==> config.mk <==
export PLATFORM = sky130hd
export DESIGN_NAME = matrix_bus_arbiter
export DESIGN_NICKNAME = d
export VERILOG_FILES = /design/src/rtl/matrix_bus_pkg.sv /design/src/rtl/matrix_bus_arbiter_pick.sv /design/src/rtl/matrix_bus_arbiter.sv
export SDC_FILE = /design/constraint.sdc
export NUM_CORES = 1
export LEC_CHECK = 0
export CAP_MARGIN = 20
export CORE_ASPECT_RATIO = 0.6
export CORE_MARGIN = 1.5
export CORE_UTILIZATION = 44
export CTS_CLUSTER_DIAMETER = 60
export DETAILED_ROUTE_END_ITERATION = 8
export GPL_TIMING_DRIVEN = 0
export PLACE_DENSITY = 0.8
export SETUP_SLACK_MARGIN = 0.05
export SYNTH_ARGS = -nofsm -noshare
export SYNTH_HDL_FRONTEND = slang
export SYNTH_HIERARCHICAL = 1
export SYNTH_SLANG_ARGS = --single-unit
==> constraint.sdc <==
create_clock -name clk -period 1.7 [get_ports clk]
set_input_delay 0.34 -clock clk [delete_from_list [all_inputs] [get_ports clk]]
set_output_delay 0.34 -clock clk [all_outputs]
set_load 0.005 [all_outputs]
==> src/rtl/matrix_bus_pkg.sv <==
// matrix_bus_pkg: shared definitions for the matrix-memory bus arbiter.
//   arb_state_t     - arbiter FSM states (IDLE/SETUP/ACTIVE/CLEAN)
//   MEM_READ/WRITE  - mem_RW encodings
//   ARB_ADDR_W      - default matrix-memory address width
package matrix_bus_pkg;

  localparam int unsigned ARB_ADDR_W = 3;

  typedef enum logic [1:0] {
    ARB_IDLE   = 2'b00,
    ARB_SETUP  = 2'b01,
    ARB_ACTIVE = 2'b10,
    ARB_CLEAN  = 2'b11
  } arb_state_t;

  localparam logic MEM_READ  = 1'b1;
  localparam logic MEM_WRITE = 1'b0;

endpackage

==> src/rtl/matrix_bus_arbiter_pick.sv <==
// arb_pick: combinational 2-way winner selector.
//   req    [1:0] - request vector
//   rr_ptr       - requester favoured when both request (round-robin mode)
//   win    [1:0] - one-hot winner, zero when nobody requests
// Build option ARB_FIXED_PRIORITY_EN: requester 0 always wins a tie and
// rr_ptr is ignored.
module arb_pick
  import matrix_bus_pkg::*;
(
  input  logic [1:0] req,
  input  logic       rr_ptr,
  output logic [1:0] win
);

  always_comb begin
    win = 2'b00;
    case (req)
      2'b01:   win = 2'b01;
      2'b10:   win = 2'b10;
`ifdef ARB_FIXED_PRIORITY_EN
      2'b11:   win = 2'b01;
`else
      2'b11:   win = rr_ptr ? 2'b10 : 2'b01;
`endif
      default: win = 2'b00;
    endcase
  end

endmodule

==> src/rtl/matrix_bus_arbiter.sv <==
// matrix_bus_arbiter: shares the single matrix-memory port between the
// execution engine (requester 0) and the host loader (requester 1). Every
// granted access runs SETUP -> ACTIVE (ACTIVE_CYCLES) -> CLEAN, then IDLE.
//
// Ports:
//   clk                 - rising-edge clock
//   reset               - asynchronous active-low reset
//   req       [1:0]     - per-requester request, held until its done pulse
//   req_addr0/req_addr1 - per-requester address
//   req_rw    [1:0]     - per-requester direction (1 = read, 0 = write)
//   gnt       [1:0]     - one-hot grant, SETUP through CLEAN
//   done      [1:0]     - one-cycle pulse in CLEAN for the granted requester
//   busy                - state is not IDLE
//   mem_address, mem_RW, nMem_Enable - memory-side port (enable active low)
//
// Build option ARB_FIXED_PRIORITY_EN: requester 0 wins every tie and rr_ptr
// is tied low.
module matrix_bus_arbiter
  import matrix_bus_pkg::*;
#(
  parameter int unsigned ADDR_W        = ARB_ADDR_W,
  parameter int unsigned ACTIVE_CYCLES = 1
)(
  input  logic              clk,
  input  logic              reset,
  input  logic [1:0]        req,
  input  logic [ADDR_W-1:0] req_addr0,
  input  logic [ADDR_W-1:0] req_addr1,
  input  logic [1:0]        req_rw,
  output logic [1:0]        gnt,
  output logic [1:0]        done,
  output logic              busy,
  output logic [ADDR_W-1:0] mem_address,
  output logic              mem_RW,
  output logic              nMem_Enable
);

  localparam logic [3:0] CNT_LOAD = 4'(ACTIVE_CYCLES - 1);

  arb_state_t  state;
  logic [3:0]  cnt;
  logic        rr_ptr;
  logic [1:0]  win;

`ifdef ARB_FIXED_PRIORITY_EN
  assign rr_ptr = 1'b0;
`endif

  arb_pick u_pick (
    .req    (req),
    .rr_ptr (rr_ptr),
    .win    (win)
  );

  // The address/rw captured in IDLE go straight into the registered memory
  // outputs, which then double as the latch and stay stable through ACTIVE.
  always_ff @(posedge clk or negedge reset) begin
    if (!reset) begin
      state       <= ARB_IDLE;
      gnt         <= '0;
      done        <= '0;
      busy        <= 1'b0;
      mem_address <= '0;
      mem_RW      <= MEM_READ;
      nMem_Enable <= 1'b1;
      cnt         <= '0;
`ifndef ARB_FIXED_PRIORITY_EN
      rr_ptr      <= 1'b0;
`endif
    end else begin
      case (state)
        ARB_IDLE: begin
          if (|req) begin
            gnt         <= win;
            busy        <= 1'b1;
            mem_address <= win[1] ? req_addr1 : req_addr0;
            mem_RW      <= win[1] ? req_rw[1] : req_rw[0];
            nMem_Enable <= 1'b1;
            state       <= ARB_SETUP;
          end
        end
        ARB_SETUP: begin
          nMem_Enable <= 1'b0;
          cnt         <= CNT_LOAD;
          state       <= ARB_ACTIVE;
        end
        ARB_ACTIVE: begin
          if (cnt == '0) begin
            nMem_Enable <= 1'b1;
            mem_address <= '0;
            mem_RW      <= MEM_READ;
            done        <= gnt;
`ifndef ARB_FIXED_PRIORITY_EN
            // Point away from the requester just served.
            rr_ptr      <= gnt[0];
`endif
            state       <= ARB_CLEAN;
          end else begin
            cnt <= cnt - 4'd1;
          end
        end
        ARB_CLEAN: begin
          done  <= '0;
          gnt   <= '0;
          busy  <= 1'b0;
          state <= ARB_IDLE;
        end
        default: state <= ARB_IDLE;
      endcase
    end
  end

endmodule

# Word level (Yosys, flattened, before mapping)
# Cells that the tools add are included.
[totals]
inputBits = 12
latchBits = 0
out_inout_bits = 10
word_cells = 56
mem_bits_ro = 0
ramBits = 0
mem_count = 0
regBits = 17
[op_classes]
n_shift = 0
addsub = 1
n_mux = 22
eq_ne = 9
reduce_logical = 15
n_div = 0
n_bitwise = 0
n_lt_le_gt_ge = 0
mul = 0
[ops]
columns = ["op", "n"]
rows = [
  ["$mux 2", 5],
  ["$reduce_and 2->1", 5],
  ["$mux 3", 3],
  ["$eq 2x2->1 const B", 4],
  ["$pmux 2 s2", 2],
  ["$pmux 2 s4", 1],
  ["$pmux 4 s2", 1],
  ["$reduce_bool 2->1", 4],
  ["$ne 2x2->1 const B", 3],
  ["$pmux 2 s3", 1],
  ["$pmux 3 s2", 1],
  ["$reduce_and 3->1", 2],
  ["$eq 2x1->1 const B", 2],
  ["$logic_not 4->1", 1],
  ["$mux 1", 4],
  ["$mux 4", 1],
  ["$pmux 1 s2", 2],
  ["$sub 4x1->4 const B", 1],
  ["$pmux 1 s3", 1],
  ["$reduce_bool 3->1", 1],
  ["$logic_not 2->1", 1],
  ["$reduce_or 2->1", 1],
]

# Longest topological paths before layout
[logic_depth]
ltp_word = 5
mapped_depth = 6
mapped_depth_nobuf = 5

# Cells and area by module
# Netlist, hierarchy kept.
[modules_own_cells]
columns = ["mod", "n_inst", "cells_per_inst", "area_each_um2", "seq_area_each_um2"]
rows = [
  ["matrix_bus_arbiter", 1, 90, 974.7, 427.9],
  ["arb_pick", 1, 3, 18.8, 0.0],
]

# Worst setup path after synthesis
# Ideal clock, no wire load.
[synth_timing]
kind = "flip-flop to flip-flop"
startpoint = "reg cnt[0]"
endpoint = "reg state[1]"
path_slack_ns = 0.011
arrival_ns = 1.564
path_buffers = 0
t_required_ns = 1.575
synth_period_minus_slack_ns = 1.689
setup_ns = 0.125
path_stages_with_launch = 6
path_cell_list = "dfrtp_1 inv_1 ha_1 or3b_4 a21oi_4 mux2_4"
[synth_via]
elab_chain_cells = 3
[synth_lines]
columns = ["element", "line", "text"]
rows = [
  ["start, declared", "matrix_bus_arbiter.sv:41", "logic [3:0] cnt;"],
  ["start signal, assigned", "matrix_bus_arbiter.sv:99", "cnt <= cnt - 4'd1;"],
  ["$logic_not 4->1", "matrix_bus_arbiter.sv:88", "if (cnt == '0) begin"],
  ["$ne 2x2->1 (no line)", "n/a", ""],
  ["$reduce_and 2->1 (no line)", "n/a", ""],
  ["end signal, assigned", "matrix_bus_arbiter.sv:85", "state <= ARB_ACTIVE;"],
  ["end signal, assigned", "matrix_bus_arbiter.sv:97", "state <= ARB_CLEAN;"],
  ["end signal, assigned", "matrix_bus_arbiter.sv:106", "state <= ARB_IDLE;"],
  ["end, declared", "matrix_bus_arbiter.sv:40", "arb_state_t state;"],
]
# No other way between the ends.
# A chain may end at the register's enable or synchronous reset.

# Worst setup path after layout
[layout_timing]
startpoint = "reg cnt[1]"
endpoint = "reg state[1]"
# The elaborated chain is that of the path after synthesis.

==> results.md <==
* Post-synth cell types at 33
* Die width at 64.3 um
* I/O pin cnt at 22
* FMAX at 602 MHz
* Clock Skews at 0.00243 ns
* I/O Buffers at 21
* Total power at 1.98 mW
* R2R setup slack at 0.04 ns
* Antenna cells at 0
* Worst hold path depth at 2
* Fillers at 163
* # H-tree levels at 1
* WP data arrival at 1.80 ns
* Endpoint, Worst Hold: nMem_Enable
* Area growth syn-to-layout at 42.6%
* Hold path start: nMem_Enable
* Yosys warning count at 6
* Critical path peak fanout at 4
* Peak VDD IR at 0.000720 V
* Num rows at 13
* DP HPWL at 1600 um
* Leakage power at 0.646 nW
* Initial antenna violation count at 0
* DIE HEIGHT at 39.8 um
* Placed cell areas at 1240 sq um
* Finished Cell Area at 1420 sq um
* Vias per std cell at 5.53
* PwrDens at 1400 nW/um^2
* Drt wl/cell at 16.4 um
* Total Wirelength at 2620 um
* Cells on worst reg2reg path at 5
* GPL Wtd Cong at 0.692
* Clk_lat worst skew at 0.25 ns
* Unrepaired setup endpoints after global routing: yes
* Vias at 884
* DRC violations left at 0
* Core area at 2150 sq um
* Worst hold path class: reg -> reg
* Critical path class: reg -> reg
* CP endpoint kind: flop
* Hold Buf Count CTS at 0
* Reg2reg start: cnt[1]
* # clock sinks at 17
* Iter 0 DRT Violations at 42
* # setup viols final at 0
* TritonCTS clock tree: yes
* Sequential share of the synthesized area at 0.431
* CTS clk-pin slew, worst paths at 0.06 ns
* Number of routed nets with antenna violations at 0
* Final Hold Viols at 0
* Cell family with most CP delay: simple AND/OR/NAND/NOR gates
* Final Critical Period at 1.66 ns
* Overflow after GRT at 0
* First-pass GRT wire length at 3880 um
* Max Cap Viol at 0
* Most frequent cells in the layout: clkdlybuf4s50_1, dfrtp_1, buf_4
* Clk buf depth at 2
* Share of layout cells above drive strength 1 at 0.300
* CP peak stage delay at 0.41 ns
* Final TNS setup at 0 ns
* Syn Area/Cell at 10.7 sq um
* Initial Util at 0.463
* Most common cell after layout, fill and taps aside: clkdlybuf4s50_1
* Worst hold slack at 0.468 ns
* Final Max Tran Viols at 0
* Normalized max-slew margin at 0.474
* CP Buf/Inv Count at 1
* Final #Nets at 150
* Outcome: finished clean
* Worst path required time at 1.84 ns
* Crit-path slowest cell: or3b_4
* Synth Instances at 93
* DRT Pass-1 Iters at 4
* Crit Reg-Reg Endpoint: state[1]
* Slew @ Worst Pin at 0.786 ns
* Crit share post-route at 0.978
* Final Core Density at 0.660
* FF+latch count, synth at 17
* Worst Setup Start Kind: flop
* Syn nets at 112
* Total GRT Usage at 0.217
* Pin count of the biggest net entering global routing at 18
* Die area at 2560 sq um
* Worst path cell trace: inv_2, ha_4, or3b_4, a21oi_4, mux2_4
* Root Buffer: clkbuf_8
* Num CTS Buffers at 3
* Vias in the first global route at 801
* Mapped cell area at 993 sq um
-- routing by layer --
| layer | vias up | part of all wire | global-route usage |
|---|---|---|---|
| li1 | 407 | - | - |
| met1 | 438 | 0.44 | 0.249 |
| met2 | 31 | 0.50 | 0.383 |
| met3 | 8 | 0.040 | 0.0661 |
| met4 | 0 | 0.024 | 0.106 |
| met5 | - | 0 | 0 |
-- state kept, by name (all words and copies together), names as in the netlist --
signal	flops
mem_RW	1
done	2
gnt	2
busy	1
nMem_Enable	1
cnt	4
mem_address	3
state	2
rr_ptr	1
-- cells in the mapped netlist --
library cell  count  share of area
a211oi_2          1          0.013
o22a_2            1          0.010
o32a_2            1          0.011
nand3_1           1         0.0050
inv_1             9          0.034
ha_1              7          0.088
o21ai_0           5          0.025
o2bb2ai_1         2          0.018
nand2_1           6          0.023
mux2_2            5          0.057
nor3b_4           1          0.019
dfrtp_1          15           0.38
a21boi_1          1         0.0076
o22ai_1           4          0.025
a22o_1            1         0.0088
mux2i_1           2          0.020
nor2b_1           4          0.025
and2_2            1         0.0076
nor3_1            1         0.0050
a31oi_1           2          0.013
nor3b_1           1         0.0076
a21boi_0          1         0.0076
a2bb2oi_1         3          0.026
or3b_4            1          0.011
dfstp_2           2          0.053
and2b_2           1         0.0088
mux2_4            1          0.015
nand4b_1          1         0.0088
a21oi_4           1          0.016
a21oi_1           4          0.020
nor2_1            4          0.015
o21a_1            1         0.0076
buf_2             2          0.010
-- worst register-to-register path: stages, from the launching register on --
cell	delay [ns]
dfrtp_1	0.40
inv_2	0.09
ha_4	0.13
or3b_4	0.41
a21oi_4	0.19
mux2_4	0.32
-- cells by family (layout without fill, tap and decap cells) --
logic type	after synthesis	in the layout	share of synthesized area
flops	17	17	0.431
mux	8	8	0.0919
buf+inv	11	48	0.0441
fa+ha+maj	7	7	0.0882
simple gates	22	22	0.136
compound gates	28	28	0.209
-- how the worst max path moves through the flow --
stage | endpoint | from | slack [ns] | cells past startpoint
after floorplan | state[1] | cnt[1] | 0.05 | 5
after global placement | mem_address[2] | req[1] | -0.41 | 5
after detailed placement | mem_address[2] | req[1] | -0.52 | 5
after CTS | state[1] | cnt[0] | 0.05 | 5
after global routing | state[1] | cnt[1] | 0.02 | 5
final | state[1] | cnt[1] | 0.04 | 5
-- through the flow --
| step | setup WS [ns] | cells |
|---|---|---|
| after floorplan | 0.0533 | 93 |
| final | 0.0379 | 160 |
| after global placement | -0.414 | 144 |
| after CTS | 0.0490 | 158 |
| after detailed placement | -0.522 | 144 |
| after global routing | 0.0191 | 160 |
-- layout make-up --
type	instances	area (sq um)	area share
multi-input combinational	65	553	0.390
clock buffer	4	45.0	0.0318
buffer	2	15.0	0.0106
timing repair buffer	33	304	0.215
tap	30	37.5	0.0265
sequential	17	428	0.302
inverter	9	33.8	0.0239
-- what timing repair did --
item / CTS / global route
endpoints found under the setup margin: 7 / 11
pin swaps: 2 / 2
gates resized for setup: 6 / 5
setup buffers: 10 / 2
endpoints found under the hold margin: 0 / 0
-- power by group --
group / switching [mW] / total (mW) / internal (mW)
Combinational: 0.489 / 1.05 / 0.559
Clock: 0.135 / 0.302 / 0.166
Sequential: 0.0903 / 0.630 / 0.540
Total: 0.714 / 1.98 / 1.26
Note: power is estimated with default switching activity, not from simulation.
